===== config.mk =====
export PLATFORM = sky130hd
export DESIGN_NAME = mealy_seq_detector
export DESIGN_NICKNAME = d
export VERILOG_FILES = /design/src/rtl/mealy_seq_detector.sv
export SDC_FILE = /design/constraint.sdc
export NUM_CORES = 1
export LEC_CHECK = 0
export CORE_MARGIN = 2
export CORE_UTILIZATION = 35
export CTS_CLUSTER_SIZE = 25
export DETAILED_ROUTE_END_ITERATION = 8
export PLACE_DENSITY = 0.68
export SKIP_CTS_REPAIR_TIMING = 1
export SLEW_MARGIN = 25
export SYNTH_ARGS = -nofsm -noshare
export SYNTH_HDL_FRONTEND = slang
export SYNTH_SLANG_ARGS = --single-unit

===== constraint.sdc =====
create_clock -name clk -period 2.1 [get_ports clk]
set_input_delay 0.315 -clock clk [delete_from_list [all_inputs] [get_ports clk]]
set_output_delay 0.315 -clock clk [all_outputs]
set_load 0.03 [all_outputs]

===== src/rtl/mealy_seq_detector.sv =====
// Parametrised serial pattern detector with a zero-latency Mealy match output,
// overlap/non-overlap modes, synchronous clear and a saturating match counter.
module mealy_seq_detector #(
    parameter int                   PATTERN_W = 4,
    parameter logic [PATTERN_W-1:0] PATTERN   = 4'b1011,
    parameter int                   CNT_W     = 8
) (
    input  logic             clk,
    input  logic             rst_n,
    input  logic             I,
    input  logic             S,
    input  logic             ovl,
    input  logic             clr,
    output logic             Y,
    output logic             Yr,
    output logic             full,
    output logic [CNT_W-1:0] match_cnt
);

    localparam int            VW   = $clog2(PATTERN_W);
    localparam logic [VW-1:0] VMAX = VW'(PATTERN_W - 1);

    logic [PATTERN_W-2:0] hist;
    logic [VW-1:0]        vcnt;
    logic [PATTERN_W-1:0] window;

    function automatic logic [CNT_W-1:0] sat_inc(input logic [CNT_W-1:0] v);
        return (&v) ? v : v + CNT_W'(1);
    endfunction

    // The candidate window is the stored history with the incoming bit appended;
    // slicing it also yields the next history, which keeps PATTERN_W=2 legal.
    assign window = {hist, I};
    assign full   = (vcnt == VMAX);
    assign Y      = rst_n & ~clr & S & full & (window == PATTERN);

    always_ff @(posedge clk) begin
        if (!rst_n) begin
            hist      <= '0;
            vcnt      <= '0;
            match_cnt <= '0;
            Yr        <= 1'b0;
        end else if (clr) begin
            hist      <= '0;
            vcnt      <= '0;
            match_cnt <= '0;
            Yr        <= 1'b0;
        end else begin
            Yr <= Y;
            if (Y) begin
                match_cnt <= sat_inc(match_cnt);
            end
            if (S) begin
                if (Y && !ovl) begin
                    hist <= '0;
                    vcnt <= '0;
                end else begin
                    hist <= window[PATTERN_W-2:0];
                    if (!full) begin
                        vcnt <= vcnt + VW'(1);
                    end
                end
            end
        end
    end

endmodule

==> flow_summary.toml <==
[sta]
hold_ws_ps = 481
max_clock_freq_mhz = 510
timing_hold_violations_final = 0
layout_setup_ws_ps = 138
setup_repair_after_global_routing_missed_its_margin = "false"
finalSetupViolations = 0
worstMarginPinSlew_ps = 489
worst_clock_skew_ps = 6.59
setup-tns-final_ps = 0
relSlewSlack = 0.671
timing.final.max_slew_violations = 0
min_period_ps = 1960
finalCritPeriodShare = 0.934

[floorplanning]
number_of_ports_placed_on_the_die_boundary = 17
die_x_um = 48.7
initial_core_util = 0.364
design.die.area_sq_mm = 0.00237
die_h_um = 48.7
coreArea_sq_mm = 0.00192
placementRows = 16

[min_path]
holdCritPathClass = "reg2reg"
cell_depth_of_the_worst_hold_path = 1
timing.hold.worst_endpoint = "vcnt[0]"
hold_path_startpoint = "vcnt[0]"

[setup_path]
critical_path.slowest_cell = "sky130_fd_sc_hd__dfxtp_1"
r2r_start = "vcnt[0]"
worst_ep_arrival_time_ps = 1650
cp-start-kind = "register"
endpoint_kind = "primary output"
crit_reg_reg_endpoint = "match_cnt[3]"
crit_path_max_fanout = 14
cells_along_the_critical_path = "ha_1, nand4b_4, or2_4, inv_1, buf_4"
worst-setup-path-type = "reg2out"
ff2ff_setup_slack_ps = 240
critical_path.max_stage_delay_ps = 360
worst-endpoint-required_ps = 1780
rr_worst_depth = 5

[power]
power_density_mw_per_mm2 = 535
power.leakage_nw = 0.353
irDropWorstVdd_mv = 0.259

[final_layout]
final_common_cell = "sky130_fd_sc_hd__clkdlybuf4s50_1"
most-common-layout-cells = "sky130_fd_sc_hd__clkdlybuf4s50_1, sky130_fd_sc_hd__dfxtp_1, sky130_fd_sc_hd__a21oi_1, sky130_fd_sc_hd__inv_1, sky130_fd_sc_hd__o21ai_0"
area_growth_syn_to_layout_pct = 30.8
nets = 102
num_antenna_cells = 0
fillers = 193
post_route_cells_drive_above_1_share = 0.0968

[placed_design]
dpl_worst_slack_ps = 73.4
globalplace.congestion = 0.727
place.detailed.hpwl_um = 1130
io_buffer_count = 16

[synthesis]
number_of_storage_elements_in_the_synthesis_netlist = 14
synth.distinct_cells = 30
post_synth_instance_area_sq_um = 699
synth_sequential_area_ratio = 0.401
number_of_warning_messages_in_the_yosys_log = 0
gate_count_after_technology_mapping = 75
mappedNetlistNets = 83
avgSynthCellArea_sq_um = 9.33

[run_status]
status = "completed"

[clocking]
max-clock-path-buffers = 2
root_buffer = "sky130_fd_sc_hd__clkbuf_4"
clock_tree_from_tritoncts = "done"
clock_latency_ps = 270
cts_max_level = 1
cts_inserted_buffers = 3
numClockSinks = 14
clkSlewWorstSetupHoldPaths_ps = 90

[drt]
detailedRoute.firstPassIterationCount = 4
route.antenna.remaining_nets = 0
wl_um = 1510
drc = 0
post_drt_via_cell_ratio = 5.20
detail_route.wl_per_cell_um = 12.5
via_count = 624
first_iter_violations = 15

[global_routing]
number_of_global_route_vias_before_repair = 562
grt-ovfl-total = 0
grt_usage = 0.139
grt_start_max_net_pins = 15
grt_antenna_before_repair = 0
grt_first_pass_wirelength_um = 2590

[job]
maxCapViolations = 0
## state kept, by name (all words and copies together) (netlist names)
register and flops:
match_cnt 8, hist 3, vcnt 2, Yr 1
## critical path: cells and delay by family, from the launching register on
kind                       cells  cell delay (ps)
adders and majority gates      1              290
and+or+nand+nor                2              470
buffers and inverters          2              250
DFF                            1              360
## cells in the mapped netlist
| master | number | area, sq um |
|---|---|---|
| sky130_fd_sc_hd__and2_1 | 1 | 6.26 |
| sky130_fd_sc_hd__or4_1 | 1 | 7.51 |
| sky130_fd_sc_hd__clkbuf_1 | 1 | 3.75 |
| sky130_fd_sc_hd__nand2_1 | 4 | 15.0 |
| sky130_fd_sc_hd__ha_1 | 2 | 25.0 |
| sky130_fd_sc_hd__a311oi_1 | 1 | 8.76 |
| sky130_fd_sc_hd__nand4b_4 | 2 | 47.6 |
| sky130_fd_sc_hd__nand2b_1 | 3 | 18.8 |
| sky130_fd_sc_hd__a21oi_1 | 6 | 30.0 |
| sky130_fd_sc_hd__or3_1 | 1 | 6.26 |
| sky130_fd_sc_hd__inv_1 | 5 | 18.8 |
| sky130_fd_sc_hd__nand3b_1 | 1 | 7.51 |
| sky130_fd_sc_hd__nand3_1 | 4 | 20.0 |
| sky130_fd_sc_hd__o311ai_0 | 4 | 35.0 |
| sky130_fd_sc_hd__dfxtp_1 | 14 | 280 |
| sky130_fd_sc_hd__mux2i_1 | 2 | 20.0 |
| sky130_fd_sc_hd__o31ai_1 | 2 | 15.0 |
| sky130_fd_sc_hd__or2_4 | 1 | 8.76 |
| sky130_fd_sc_hd__nor2_1 | 2 | 7.51 |
| sky130_fd_sc_hd__o21ai_0 | 5 | 25.0 |
| sky130_fd_sc_hd__buf_6 | 1 | 11.3 |
| sky130_fd_sc_hd__nor2b_1 | 2 | 12.5 |
| sky130_fd_sc_hd__and3_1 | 2 | 12.5 |
| sky130_fd_sc_hd__a31oi_1 | 1 | 6.26 |
| sky130_fd_sc_hd__and4_1 | 1 | 8.76 |
| sky130_fd_sc_hd__nor3_1 | 1 | 5.00 |
| sky130_fd_sc_hd__nor4_1 | 1 | 6.26 |
| sky130_fd_sc_hd__buf_2 | 1 | 5.00 |
| sky130_fd_sc_hd__o41ai_1 | 2 | 17.5 |
| sky130_fd_sc_hd__o211ai_1 | 1 | 7.51 |
## per-layer routing
layer,global-route usage,part of all wire,vias up
met1,0.177,0.45,285
met2,0.224,0.50,17
met4,0.0571,0,0
met3,0.0340,0.051,0
met5,0,0,-
li1,-,-,322
## stage by stage
stage	area [sq um]	total power, mW	util	cells
after floorplan	699	0.291	-	75
after global routing	915	0.523	0.476	120
final	915	0.489	0.476	120
after global placement	878	0.305	0.457	116
after detailed placement	878	0.305	0.457	116
after CTS	915	0.501	0.476	120
## logic make-up after synthesis
group                      after synthesis  synth area share
and+or+nand+nor                         27             0.272
AOI/OAI and AO/OA                       22             0.208
DFF                                     14             0.401
buffers and inverters                    8            0.0554
muxes                                    2            0.0286
adders and majority gates                2            0.0358
## final cells by class
cell class,instances,area (sq um),area share
multi-input combinational,53,380,0.416
sequential,14,280,0.306
timing repair buffer,17,165,0.181
clock buffer,4,36.3,0.0397
tap,27,33.8,0.0369
inverter,5,18.8,0.0205
## where the power goes
group / switching [mW] / internal [mW]
clock network: 0.0851 / 0.105
registers: 0.00183 / 0.267
logic: 0.0146 / 0.0156
## how the worst max path moves through the flow
| stage | start | to | slack (ps) | cells after the start |
|---|---|---|---|---|
| finish | vcnt[0] | Y | 140 | 5 |
| global route | vcnt[0] | Y | 30 | 5 |
| CTS | vcnt[0] | full | 110 | 2 |
| detailed placement | I | match_cnt[3] | 70 | 5 |
| global placement | I | match_cnt[3] | 110 | 5 |
| floorplan | vcnt[0] | match_cnt[6] | 240 | 6 |
No activity file was read; power rests on OpenSTA's default activity.
